### src/rtl/board_ctrl.sv
// board_ctrl
//   Owns the 8x8 chess board (one PIECE_W-bit code per square, 0 = empty)
//   that the VGA path renders. It applies host commands one square access per
//   cycle, and each command starts only during vertical blanking.
//
// Ports
//   clk        system clock
//   reset      asynchronous, active-high reset
//   cmd_valid  command presented (held by requester until accepted)
//   cmd_ready  command accepted this cycle (high only in IDLE)
//   cmd_op     00 MOVE, 01 SET, 10 CLEAR_ALL, 11 reserved (rejected)
//   cmd_src    MOVE source square {row[2:0], col[2:0]}
//   cmd_dst    MOVE/SET destination square {row, col}
//   cmd_piece  SET code
//   vblank     display is in vertical blanking
//   board      flattened board, square r*8+c at [(r*8+c)*PIECE_W +: PIECE_W]
//   busy       controller not idle
//   done       one-cycle completion pulse, one per accepted command
//   err        coincident with done when the command was rejected
module board_ctrl #(
  parameter int PIECE_W = 5
) (
  input  logic                   clk,
  input  logic                   reset,
  input  logic                   cmd_valid,
  output logic                   cmd_ready,
  input  logic [1:0]             cmd_op,
  input  logic [5:0]             cmd_src,
  input  logic [5:0]             cmd_dst,
  input  logic [PIECE_W-1:0]     cmd_piece,
  input  logic                   vblank,
  output logic [64*PIECE_W-1:0]  board,
  output logic                   busy,
  output logic                   done,
  output logic                   err
);

  typedef enum logic [2:0] {
    S_IDLE,
    S_WAIT,
    S_RD,
    S_WR,
    S_CLR,
    S_SWEEP,
    S_DONE
  } state_t;

  typedef enum logic [1:0] {
    OP_MOVE  = 2'b00,
    OP_SET   = 2'b01,
    OP_CLEAR = 2'b10,
    OP_RSVD  = 2'b11
  } op_t;

  state_t               state_q, state_d;
  state_t               act_state;
  op_t                  op_q, op_d;
  logic [5:0]           src_q, src_d;
  logic [5:0]           dst_q, dst_d;
  logic [PIECE_W-1:0]   tmp_q, tmp_d;
  logic [5:0]           cnt_q, cnt_d;
  logic                 err_q, err_d;
  logic [PIECE_W-1:0]   board_q [64];

  logic                 wr_en;
  logic [5:0]           wr_addr;
  logic [PIECE_W-1:0]   wr_data;

  // WAIT is left in the same cycle vblank is sampled high: that cycle already
  // performs the first step of the operation (RD, WR or SWEEP), so MOVE reads
  // in the cycle right after the handshake when blanking is already active.
  always_comb begin
    act_state = state_q;
    if (state_q == S_WAIT && vblank) begin
      case (op_q)
        OP_MOVE:  act_state = S_RD;
        OP_SET:   act_state = S_WR;
        OP_CLEAR: act_state = S_SWEEP;
        default:  act_state = S_DONE;
      endcase
    end
  end

  always_comb begin
    state_d   = state_q;
    op_d      = op_q;
    src_d     = src_q;
    dst_d     = dst_q;
    tmp_d     = tmp_q;
    cnt_d     = cnt_q;
    err_d     = err_q;
    wr_en     = 1'b0;
    wr_addr   = dst_q;
    wr_data   = tmp_q;
    cmd_ready = 1'b0;
    done      = 1'b0;
    err       = 1'b0;

    case (act_state)
      S_IDLE: begin
        cmd_ready = 1'b1;
        if (cmd_valid) begin
          op_d  = op_t'(cmd_op);
          src_d = cmd_src;
          dst_d = cmd_dst;
          // SET's payload is staged in tmp at accept time, so WR is the same
          // path for SET and MOVE.
          tmp_d = cmd_piece;
          cnt_d = '0;
          if (op_t'(cmd_op) == OP_RSVD) begin
            err_d   = 1'b1;
            state_d = S_DONE;
          end else begin
            state_d = S_WAIT;
          end
        end
      end

      S_WAIT: begin
        state_d = S_WAIT;
      end

      S_RD: begin
        tmp_d = board_q[src_q];
        if (board_q[src_q] == '0 || src_q == dst_q) begin
          err_d   = 1'b1;
          state_d = S_DONE;
        end else begin
          state_d = S_WR;
        end
      end

      S_WR: begin
        wr_en   = 1'b1;
        wr_addr = dst_q;
        wr_data = tmp_q;
        state_d = (op_q == OP_MOVE) ? S_CLR : S_DONE;
      end

      S_CLR: begin
        wr_en   = 1'b1;
        wr_addr = src_q;
        wr_data = '0;
        state_d = S_DONE;
      end

      S_SWEEP: begin
        wr_en   = 1'b1;
        wr_addr = cnt_q;
        wr_data = '0;
        cnt_d   = cnt_q + 6'd1;
        if (cnt_q == 6'd63) begin
          state_d = S_DONE;
        end
      end

      S_DONE: begin
        done    = 1'b1;
        err     = err_q;
        err_d   = 1'b0;
        state_d = S_IDLE;
      end

      default: begin
        state_d = S_IDLE;
      end
    endcase
  end

  always_ff @(posedge clk or posedge reset) begin
    if (reset) begin
      state_q <= S_IDLE;
      op_q    <= OP_MOVE;
      src_q   <= '0;
      dst_q   <= '0;
      tmp_q   <= '0;
      cnt_q   <= '0;
      err_q   <= 1'b0;
      for (int unsigned i = 0; i < 64; i++) begin
        board_q[i] <= '0;
      end
    end else begin
      state_q <= state_d;
      op_q    <= op_d;
      src_q   <= src_d;
      dst_q   <= dst_d;
      tmp_q   <= tmp_d;
      cnt_q   <= cnt_d;
      err_q   <= err_d;
      if (wr_en) begin
        board_q[wr_addr] <= wr_data;
      end
    end
  end

  always_comb begin
    board = '0;
    for (int unsigned i = 0; i < 64; i++) begin
      board[i*PIECE_W +: PIECE_W] = board_q[i];
    end
  end

  assign busy = (state_q != S_IDLE);

endmodule

### config.mk
export PLATFORM = sky130hd
export DESIGN_NAME = board_ctrl
export DESIGN_NICKNAME = d
export VERILOG_FILES = /design/src/rtl/board_ctrl.sv
export SDC_FILE = /design/constraint.sdc
export NUM_CORES = 1
export LEC_CHECK = 0
export CORE_UTILIZATION = 49
export DETAILED_ROUTE_END_ITERATION = 12
export PLACE_DENSITY_LB_ADDON = 0.15
export SETUP_SLACK_MARGIN = 0.05
export SKIP_LAST_GASP = 1
export SLEW_MARGIN = 40
export SYNTH_ARGS = -nofsm -noshare
export SYNTH_HDL_FRONTEND = slang
export SYNTH_SLANG_ARGS = --single-unit
### constraint.sdc
create_clock -name clk -period 11.85 [get_ports clk]
set_clock_uncertainty 0.1 [all_clocks]
set_input_delay 1.185 -clock clk [delete_from_list [all_inputs] [get_ports clk]]
set_output_delay 1.185 -clock clk [all_outputs]
set_load 0.02 [all_outputs]
==> flow_metrics.py, run 1 <==
metrics = {
    "status": {
        "status": "completed",
    },
    "detailed_routing": {
        "postRouteAntennaNets": 0,
        "wire_per_inst_microns": 27.2,
        "dr.pass1.iters": 5,
        "initialDrtViolationCount": 920,
        "wirelength_mm": 53.4,
        "via_per_inst": 6.00,
        "post-route-drc-count": 0,
        "vias": 11800,
    },
    "finish": {
        "drive_above_1_share_pct": 31.3,
        "nets": 1523,
        "antennaDiodeCount": 0,
        "synthToLayoutAreaGrowth_pct": 31.4,
    },
    "floorplanning": {
        "row_count": 66,
        "fp.dieH_microns": 186,
        "top_level_ports": 347,
        "floorplan.initialDensity_pct": 50.3,
        "core_sq_mm": 0.0329,
        "die_w_microns": 186,
        "die_area_sq_mm": 0.0345,
    },
    "clock_tree": {
        "tritoncts": "done",
        "cts_resized": 0,
        "holdBufCountCts": 0,
        "clk_pin_slew_ns": 0.05,
        "clockRootBuffer": "clkbuf_16",
        "cts_setup_buffers": 0,
        "clockBufferDepth": 3,
        "htree_levels": 2,
        "cts_buffers": 37,
        "clock-sinks": 349,
        "worst_skew_pair.late_latency_ns": 0.52,
    },
    "logic_synthesis": {
        "synth_fa_ha_area_share_pct": 0.302,
        "synth_mux_area_share_pct": 34.7,
        "async_flop_share_pct": 100,
        "synth-seq-cells": 349,
        "synth.distinct_cells": 58,
        "synth-compound-area-share_pct": 3.68,
        "synth_area_leaders": "dfrtp_1 (53%), mux2_2 (20%), mux4_2 (11%)",
        "synth-xor-area-share_pct": 0.371,
        "synth_area_leader_cell": "dfrtp_1",
        "syn-num-nets": 1196,
        "ys_seq_area_share_pct": 52.8,
        "yosys.area_share.simple_pct": 6.00,
        "synth-edff-count": 0,
        "yosysWarnings": 0,
        "netlist_area_sq_mm": 0.0165,
        "synth.top_cell.area_share_pct": 52.8,
        "postSynthCellCount": 1169,
        "synth_top_family_by_area": "multiplexers",
        "synth_area_per_cell_sq_um": 14.2,
        "synth_ff_type": "dfrtp_1",
    },
    "worst_setup_path": {
        "ff2ff_path_depth": 8,
        "r2r_setup_slack_ns": 7.79,
        "r2r-end": "state_q[0]$_DFFE_PP0P_",
        "cp_data_required_time_ns": 10.57,
        "path_delay_family": "buffers and inverters",
        "critical-path-max-stage-delay_ns": 0.59,
        "cp_max_fo": 8,
        "r2r_start": "src_q[0]$_DFFE_PP0P_",
        "endpoint": "err",
        "crit_start": "vblank",
        "crit_cells": 7,
        "end_kind": "output port",
        "arrival_ns": 3.40,
        "worst_path_most_repeated_cell": "clkdlybuf4s50_1",
        "cp_slowest_cell": "clkdlybuf4s50_1",
        "crit_chain": "clkdlybuf4s50_1 -> o211ai_1 -> o21ai_1 -> nand2_1 -> nor2_1 -> and2_1 -> clkdlybuf4s50_1",
        "worstSetupPathType": "in2out",
        "cp-start-kind": "primary input",
        "cp_num_buf_inv": 2,
    },
    "power_and_ir_drop": {
        "swShare_pct": 40.8,
        "pwr-share-seq_pct": 33.2,
        "ir_worst_vdd_mv": 0.196,
        "powerDensity_mw_per_mm2": 282,
        "clockPowerShare_pct": 19.6,
        "internal_power_mw": 3.63,
        "p_sw_mw": 2.51,
        "p_leak_nw": 9.76,
        "combPwrFrac_pct": 47.2,
    },
    "worst_hold_path": {
        "hold_class": "reg2reg",
        "hold_depth": 1,
        "min-delay-start": "board[72]$_DFFE_PP0P_",
    },
    "sta": {
        "final_max_slew_viol_count": 0,
        "final-hold-violation-count": 0,
        "relSlewSlack_pct": 45.0,
        "finalCriticalPeriod_ns": 4.69,
        "finalSetupViolCount": 0,
        "grt_setup_unrepaired": "false",
        "worst-slew-pin-transition_ns": 0.821,
        "tns_ns": 0,
        "timing.final.crit_share_pct": 39.5,
        "max_freq_mhz": 213,
        "fin_ws_ns": 7.16,
    },
    "placed_design": {
        "dp_slack_ns": 7.08,
        "dp_hpwl_mm": 37.3,
        "routabilityCongestion": 0.899,
        "io_buffer_count": 346,
    },
    "global_routing": {
        "grt_pass1_wl_mm": 78.5,
        "grt_antenna_before_repair": 1,
        "grt_pass1_vias": 11900,
        "grt_max_degree": 133,
        "grt_usage_pct": 31.3,
        "grt-ovfl-total": 0,
    },
    "job": {
        "cap_viol_max_count": 0,
    },
}
## cell usage after synthesis, drive strengths merged (4+ instances only)
cell and count:
dfrtp 349, mux2 327, nand2 82, mux4 81
nor2 50, clkbuf 48, buf 27, mux2i 24
nand3 20, o21ai 18, a21oi 14, nor2b 14
inv 12, nor3 11, a22oi 9, nand2b 9
a31oi 6, a211oi 5, a21o 5, and2 4
and3 4, ha 4, o221ai 4, xnor2 4
## area by class of cell
type                            count  area (sq um)
Fill cell                        2534         11100
Sequential cell                   349          8740
Multi-Input combinational cell    733          7530
Timing Repair Buffer              363          3600
Clock buffer                       53          1100
Tap cell                          442           553
Clock inverter                     11           163
Inverter                           12          57.6
## kinds of logic after synthesis
kind of cell	after synthesis
simple gates	206
compound gates	84
flops	349
buf+inv	87
xor+xnor	7
mux	432
fa+ha+maj	4
## power by group through the flow
stage	clock network (mW)	logic (mW)	registers, mW
3_3_place_gp	0	2.85	2.03
2_1_floorplan	0	1.31	2.26
6_report	1.20	2.90	2.04
4_1_cts	1.22	2.90	2.03
5_1_grt	1.27	3.05	2.08
3_5_place_dp	0	2.89	2.04
## metal layers
layer	GRT usage, %	vias to the layer above	part of all wire (%)
met5	0	-	0.015
met2	49.3	553	47
met4	9.80	2	3.1
met3	7.47	106	8.8
li1	-	4972	-
met1	43.0	6146	41
## stage by stage
step | instance area (sq um) | utilization [%] | cells | hold slack, ns | total power [mW]
3_5_place_dp | 20500 | 62.3 | 1899 | 0.408 | 4.93
6_report | 21700 | 66.2 | 1963 | 0.418 | 6.14
4_1_cts | 21700 | 66.2 | 1963 | 0.422 | 6.16
2_1_floorplan | 16500 | - | 1169 | 0.365 | 3.57
3_3_place_gp | 20500 | 62.2 | 1899 | 0.395 | 4.88
5_1_grt | 21700 | 66.2 | 1963 | 0.432 | 6.40
## flip-flops by register name (all words and copies together), names as in the netlist
register  cells
op_q          2
state_q       3
tmp_q         5
cnt_q         6
src_q         6
err_q         1
board       320
dst_q         6
## layout by cell type (no fill, tap or decap), types with 3 or more instances in the layout
cell type and n:
mux4_2 81, xnor2_1 4, clkdlybuf4s50_1 346, o21ai_0 17, clkinv_2 5, mux2_1 39
clkbuf_1 7, a21oi_1 9, ha_1 4, nor2b_1 9, inv_1 11, nand4_1 3
and3_1 4, nor3_1 7, dfrtp_1 346, nor2_1 44, and2_1 3, nand3_1 19
dfrtp_4 3, buf_6 3, nand2b_1 9, o221ai_1 4, a21oi_2 5, nand2_1 82
a31oi_1 6, a211oi_1 5, clkbuf_8 7, xor2_1 3, nor2b_4 5, mux2i_1 24
clkbuf_16 39, a22oi_1 9, a21o_1 5, mux2_2 288, bufinv_16 4, or3_1 3
nor3_2 3, buf_4 14, nor2_2 6
## worst register-to-register path, cell delays in order (launching register included)
cell and delay [ns]:
dfrtp_4 0.67, buf_4 0.56, mux4_2 0.65, mux2i_1 0.23
mux2i_1 0.17, a311oi_1 0.53, o31ai_1 0.21, nor4_1 0.57
o21ai_0 0.21
## worst min path at each step
stage / to / slack, ns
after CTS: board[71]$_DFFE_PP0P_ / 0.42
after global placement: board[292]$_DFFE_PP0P_ / 0.39
after floorplan: tmp_q[0]$_DFFE_PP0P_ / 0.37
final: board[72]$_DFFE_PP0P_ / 0.42
after detailed placement: board[70]$_DFFE_PP0P_ / 0.41
after global routing: board[72]$_DFFE_PP0P_ / 0.43
(Power assumes the default switching activity.)
==> inputs of run 2 (changes only) <==
- clock period: 11.85 -> 4.7 ns (I/O delays scaled with it)
==> flow_metrics.py, run 2 (synthesized netlist as in run 1, its figures left out) <==
metrics = {
    "status": {
        "status": "completed",
    },
    "worst_setup_path": {
        "end_kind": "flop",
        "worstSetupPathType": "reg2reg",
        "cp-start-kind": "flop",
        "cp_data_required_time_ns": 4.99,
        "arrival_ns": 4.11,
        "cp_max_fo": 25,
    },
    "finish": {
        "final_cell_mix": "dfrtp_1 (346), clkdlybuf4s50_1 (346), mux2_2 (288), nand2_1 (82), mux4_2 (81)",
        "largest_register_ff_count": 320,
        "drive_above_1_share_pct": 32.0,
        "utilization_pct": 66.9,
        "antennaDiodeCount": 0,
        "nets": 1544,
        "synthToLayoutAreaGrowth_pct": 32.8,
    },
    "floorplanning": {
        "row_count": 66,
        "core_sq_mm": 0.0329,
        "die_area_sq_mm": 0.0345,
        "fp.dieH_microns": 186,
        "floorplan.initialDensity_pct": 50.3,
        "top_level_ports": 347,
        "die_w_microns": 186,
    },
    "detailed_routing": {
        "initialDrtViolationCount": 841,
        "dr.pass1.iters": 4,
        "vias": 12000,
        "postRouteAntennaNets": 0,
        "wirelength_mm": 54.0,
        "via_per_inst": 6.06,
        "post-route-drc-count": 0,
        "wire_per_inst_microns": 27.2,
    },
    "power_and_ir_drop": {
        "p_sw_mw": 6.38,
        "combPwrFrac_pct": 46.8,
        "internal_power_mw": 9.31,
        "p_total_mw": 15.7,
        "ir_worst_vdd_mv": 0.511,
        "p_leak_nw": 9.88,
        "swShare_pct": 40.7,
        "powerDensity_mw_per_mm2": 714,
        "clockPowerShare_pct": 20.0,
        "pwr-share-seq_pct": 33.2,
    },
    "global_routing": {
        "grt_pass1_wl_mm": 79.7,
        "grt-ovfl-total": 0,
        "grt_antenna_before_repair": 0,
        "grt_max_degree": 122,
        "grt_usage_pct": 31.8,
        "grt_pass1_vias": 12000,
    },
    "sta": {
        "final-hold-violation-count": 0,
        "final_max_slew_viol_count": 0,
        "relSlewSlack_pct": 45.3,
        "worst-slew-pin-transition_ns": 0.820,
        "finalCriticalPeriod_ns": 3.82,
        "max_freq_mhz": 262,
        "grt_setup_unrepaired": "false",
        "finalSetupViolCount": 0,
        "hold_slack_ns": 0.312,
        "timing.final.crit_share_pct": 81.3,
    },
    "clock_tree": {
        "tritoncts": "done",
        "cts_buffers": 39,
        "htree_levels": 2,
        "clockBufferDepth": 3,
        "cts_resized": 0,
        "clk_pin_slew_ns": 0.06,
        "clock-sinks": 349,
        "holdBufCountCts": 0,
        "clockRootBuffer": "clkbuf_16",
        "cts_setup_buffers": 0,
        "worst_skew_pair.late_latency_ns": 0.53,
    },
    "placed_design": {
        "dp_hpwl_mm": 37.9,
        "routabilityCongestion": 0.909,
        "io_buffer_count": 346,
    },
    "job": {
        "cap_viol_max_count": 0,
    },
    "worst_hold_path": {
        "hold_class": "in2async",
    },
}
==> run 2: cell types whose count changed in the layout (fill, tap and decap cells not counted), moves of 2 or more <==
| cell | before | now |
|---|---|---|
| buf_4 | 14 | 29 |
| buf_12 | 0 | 7 |
| clkinv_2 | 5 | 1 |
| buf_6 | 3 | 0 |
| clkbuf_1 | 7 | 10 |
| clkbuf_8 | 7 | 9 |
| clkinvlp_4 | 0 | 2 |
| inv_6 | 1 | 3 |
==> run 2: final cells by class <==
cell class,instances,area [sq um]
flip-flops and latches,349,8740
inverters,12,48.8
clock inverters,9,159
clock buffers,58,1140
well taps,442,553
multi-input cells,733,7520
repair buffers,382,3820
fillers,2494,10900
==> run 2: per-stage QoR <==
step | worst slack, ns | instances | area (sq um) | TNS, ns
after floorplan | -0.542 | 1169 | 16500 | -189.31
after global placement | 0.780 | 1918 | 20700 | 0
after detailed placement | 0.720 | 1918 | 20700 | 0
after CTS | 0.957 | 1985 | 22000 | 0
after global routing | 0.705 | 1985 | 22000 | 0
final | 0.877 | 1985 | 22000 | 0
==> run 2: path summary, 6_finish.rpt <==
path / slack, ns / start / endpoint / cells after the start
hold reg to reg: 0.41 / board[290]$_DFFE_PP0P_ / board[290]$_DFFE_PP0P_ / 1
hold / removal: 0.31 / reset / board[180]$_DFFE_PP0P_ / 2
setup / recovery: 0.88 / src_q[1]$_DFFE_PP0P_ / state_q[0]$_DFFE_PP0P_ / 6
max in group asynchronous: 3.04 / reset / board[35]$_DFFE_PP0P_ / 3
min in group clk: 0.37 / cmd_src[3] / src_q[3]$_DFFE_PP0P_ / 3
setup reg to reg: 0.88 / src_q[1]$_DFFE_PP0P_ / state_q[0]$_DFFE_PP0P_ / 6
==> run 2: power by group through the flow <==
stage                     clock network [mW]  logic [mW]  registers [mW]
after floorplan                            0        3.30            5.70
after global placement                     0        7.19            5.21
after detailed placement                   0        7.31            5.22
after CTS                               3.16        7.35            5.19
after global routing                    3.29        7.72            5.33
final                                   3.13        7.35            5.21
==> run 2: per-layer routing <==
metal	GRT usage [%]	vias to the layer above	wire [microns]
met3	6.71	98	4410
met4	10.6	0	1790
met2	47.7	564	24500
met5	0	-	0
met1	46.2	6346	23300
li1	-	5026	-
==> run 2: critical path, stage by stage (launching register included) <==
cell and delay, ns:
dfrtp_4 0.79, mux4_2 0.63, mux4_2 0.51, o21ai_0 0.55, o41ai_2 0.31, nor4_1 0.60
o21ai_0 0.18
==> inputs of run 3 (changes only) <==
- clock period: 4.7 -> 3.6 ns (I/O delays scaled with it)
==> flow_metrics.py, run 3 (synthesized netlist as in run 1, its figures left out) <==
metrics = {
    "clock_tree": {
        "tritoncts": "done",
        "clockRootBuffer": "clkbuf_16",
        "clockBufferDepth": 3,
        "worst_skew_pair.late_latency_ns": 0.53,
        "clk_pin_slew_ns": 0.06,
        "htree_levels": 2,
        "cts_buffers": 38,
        "clock-sinks": 349,
    },
    "floorplanning": {
        "row_count": 66,
        "fp.dieH_microns": 186,
        "floorplan.initialDensity_pct": 50.3,
        "core_sq_mm": 0.0329,
        "die_w_microns": 186,
        "top_level_ports": 347,
        "die_area_sq_mm": 0.0345,
    },
    "global_routing": {
        "grt_usage_pct": 32.3,
        "grt_pass1_wl_mm": 81.5,
        "grt_max_degree": 89,
        "grt_antenna_before_repair": 0,
        "grt-ovfl-total": 0,
        "grt_pass1_vias": 12500,
    },
    "power_and_ir_drop": {
        "ir_worst_vdd_mv": 0.460,
        "clockPowerShare_pct": 18.5,
        "combPwrFrac_pct": 49.0,
        "internal_power_mw": 12.2,
        "p_leak_nw": 10.2,
        "powerDensity_mw_per_mm2": 916,
        "pwr-share-seq_pct": 32.5,
        "p_sw_mw": 8.32,
        "p_total_mw": 20.5,
        "swShare_pct": 40.5,
    },
    "worst_setup_path": {
        "crit_start": "op_q[1]$_DFFE_PP0P_",
        "cp_max_fo": 11,
        "crit_cells": 10,
        "r2r_start": "op_q[1]$_DFFE_PP0P_",
        "r2r_setup_slack_ns": 0.25,
        "cp_num_buf_inv": 3,
        "end_kind": "flop",
        "arrival_ns": 3.65,
        "cp_data_required_time_ns": 3.90,
        "worstSetupPathType": "reg2reg",
        "crit_chain": "inv_1 -> ha_1 -> o41ai_2 -> buf_4 -> mux2i_1 -> a2bb2oi_2 -> or3_1 -> buf_4 -> nor2_2 -> mux2_2",
        "critical-path-max-stage-delay_ns": 0.40,
        "cp_slowest_cell": "or3_1",
        "cp-start-kind": "flop",
        "worst_path_most_repeated_cell": "buf_4",
        "r2r-end": "board[110]$_DFFE_PP0P_",
        "ff2ff_path_depth": 10,
        "path_delay_family": "simple AND/OR/NAND/NOR gates",
    },
    "sta": {
        "final-hold-violation-count": 0,
        "finalSetupViolCount": 0,
        "final_max_slew_viol_count": 0,
        "relSlewSlack_pct": 45.3,
        "tns_ns": 0,
        "worst-slew-pin-transition_ns": 0.818,
        "grt_setup_unrepaired": "true",
        "max_freq_mhz": 298,
        "timing.final.crit_share_pct": 93.1,
        "finalCriticalPeriod_ns": 3.35,
        "fin_ws_ns": 0.248,
    },
    "detailed_routing": {
        "wire_per_inst_microns": 26.5,
        "dr.pass1.iters": 5,
        "post-route-drc-count": 0,
        "via_per_inst": 5.93,
        "wirelength_mm": 54.1,
        "postRouteAntennaNets": 0,
        "vias": 12100,
        "initialDrtViolationCount": 897,
    },
    "job": {
        "cap_viol_max_count": 0,
    },
    "placed_design": {
        "routabilityCongestion": 0.884,
        "dp_slack_ns": -0.0210,
        "dp_hpwl_mm": 39.0,
        "io_buffer_count": 346,
    },
    "finish": {
        "multi_input_area_sq_mm": 0.00754,
        "final_cell_mix": "dfrtp_1 (346), clkdlybuf4s50_1 (346), mux2_2 (288), nand2_1 (82), mux4_2 (81)",
        "largest_register_ff_count": 320,
        "nets": 1599,
        "synthToLayoutAreaGrowth_pct": 35.4,
        "fillers": 2515,
        "antennaDiodeCount": 0,
        "regArea_sq_mm": 0.00874,
        "utilization_pct": 68.1,
        "drive_above_1_share_pct": 34.6,
    },
    "status": {
        "status": "completed",
    },
    "worst_hold_path": {
        "hold_class": "in2async",
    },
}
[run 3: changes by cell type in the layout (fill, tap and decap cells not counted), moves of 2 or more]
cell,previous run,this run
buf_12,7,12
buf_4,29,80
bufinv_16,4,1
clkinv_2,1,6
inv_6,3,1
nor3_1,7,3
nor3_2,4,8
[run 3: how the worst max path moves through the flow]
stage / to / slack (ns)
6_report: board[110]$_DFFE_PP0P_ / 0.25
5_1_grt: board[114]$_DFFE_PP0P_ / 0.05
4_1_cts: board[124]$_DFFE_PP0P_ / 0.15
3_5_place_dp: board[169]$_DFFE_PP0P_ / -0.02
3_3_place_gp: board[102]$_DFFE_PP0P_ / -0.13
2_1_floorplan: board[0]$_DFFE_PP0P_ / -1.53
[run 3: power by group through the flow]
stage | sequential (mW) | combinational [mW] | clock, mW
floorplan | 7.45 | 4.31 | 0
global placement | 6.72 | 9.76 | 0
detailed placement | 6.74 | 9.92 | 0
CTS | 6.70 | 9.97 | 3.84
global route | 6.83 | 10.6 | 3.98
finish | 6.67 | 10.1 | 3.79
[run 3: metrics by stage]
stage	cells	hold WS, ns	instance area (sq um)
2_1_floorplan	1169	0.365	16500
3_3_place_gp	1971	0.390	21100
3_5_place_dp	1971	0.400	21100
4_1_cts	2036	0.130	22300
5_1_grt	2039	0.168	22400
6_report	2039	0.128	22400
[run 3: cell type report]
cell class,instances,share of cell area (%)
inverter,12,0.218
sequential,349,39.0
multi-input combinational,733,33.7
tap,442,2.47
timing repair buffer,438,19.2
clock inverter,8,0.307
clock buffer,57,5.06
[run 3: timing repair]
action                                  4_1_cts  5_1_grt
endpoints found under the setup margin        0       51
hold buffers                                  0        0
gates resized for setup                       0        5
setup buffers                                 0        3
[run 3: routing by layer]
layer	track usage, %	up-vias	part of all wire [%]
met2	50.0	505	47
met5	0	-	0
met1	45.8	6350	43
met4	9.90	0	3.0
li1	-	5143	-
met3	6.59	97	7.2
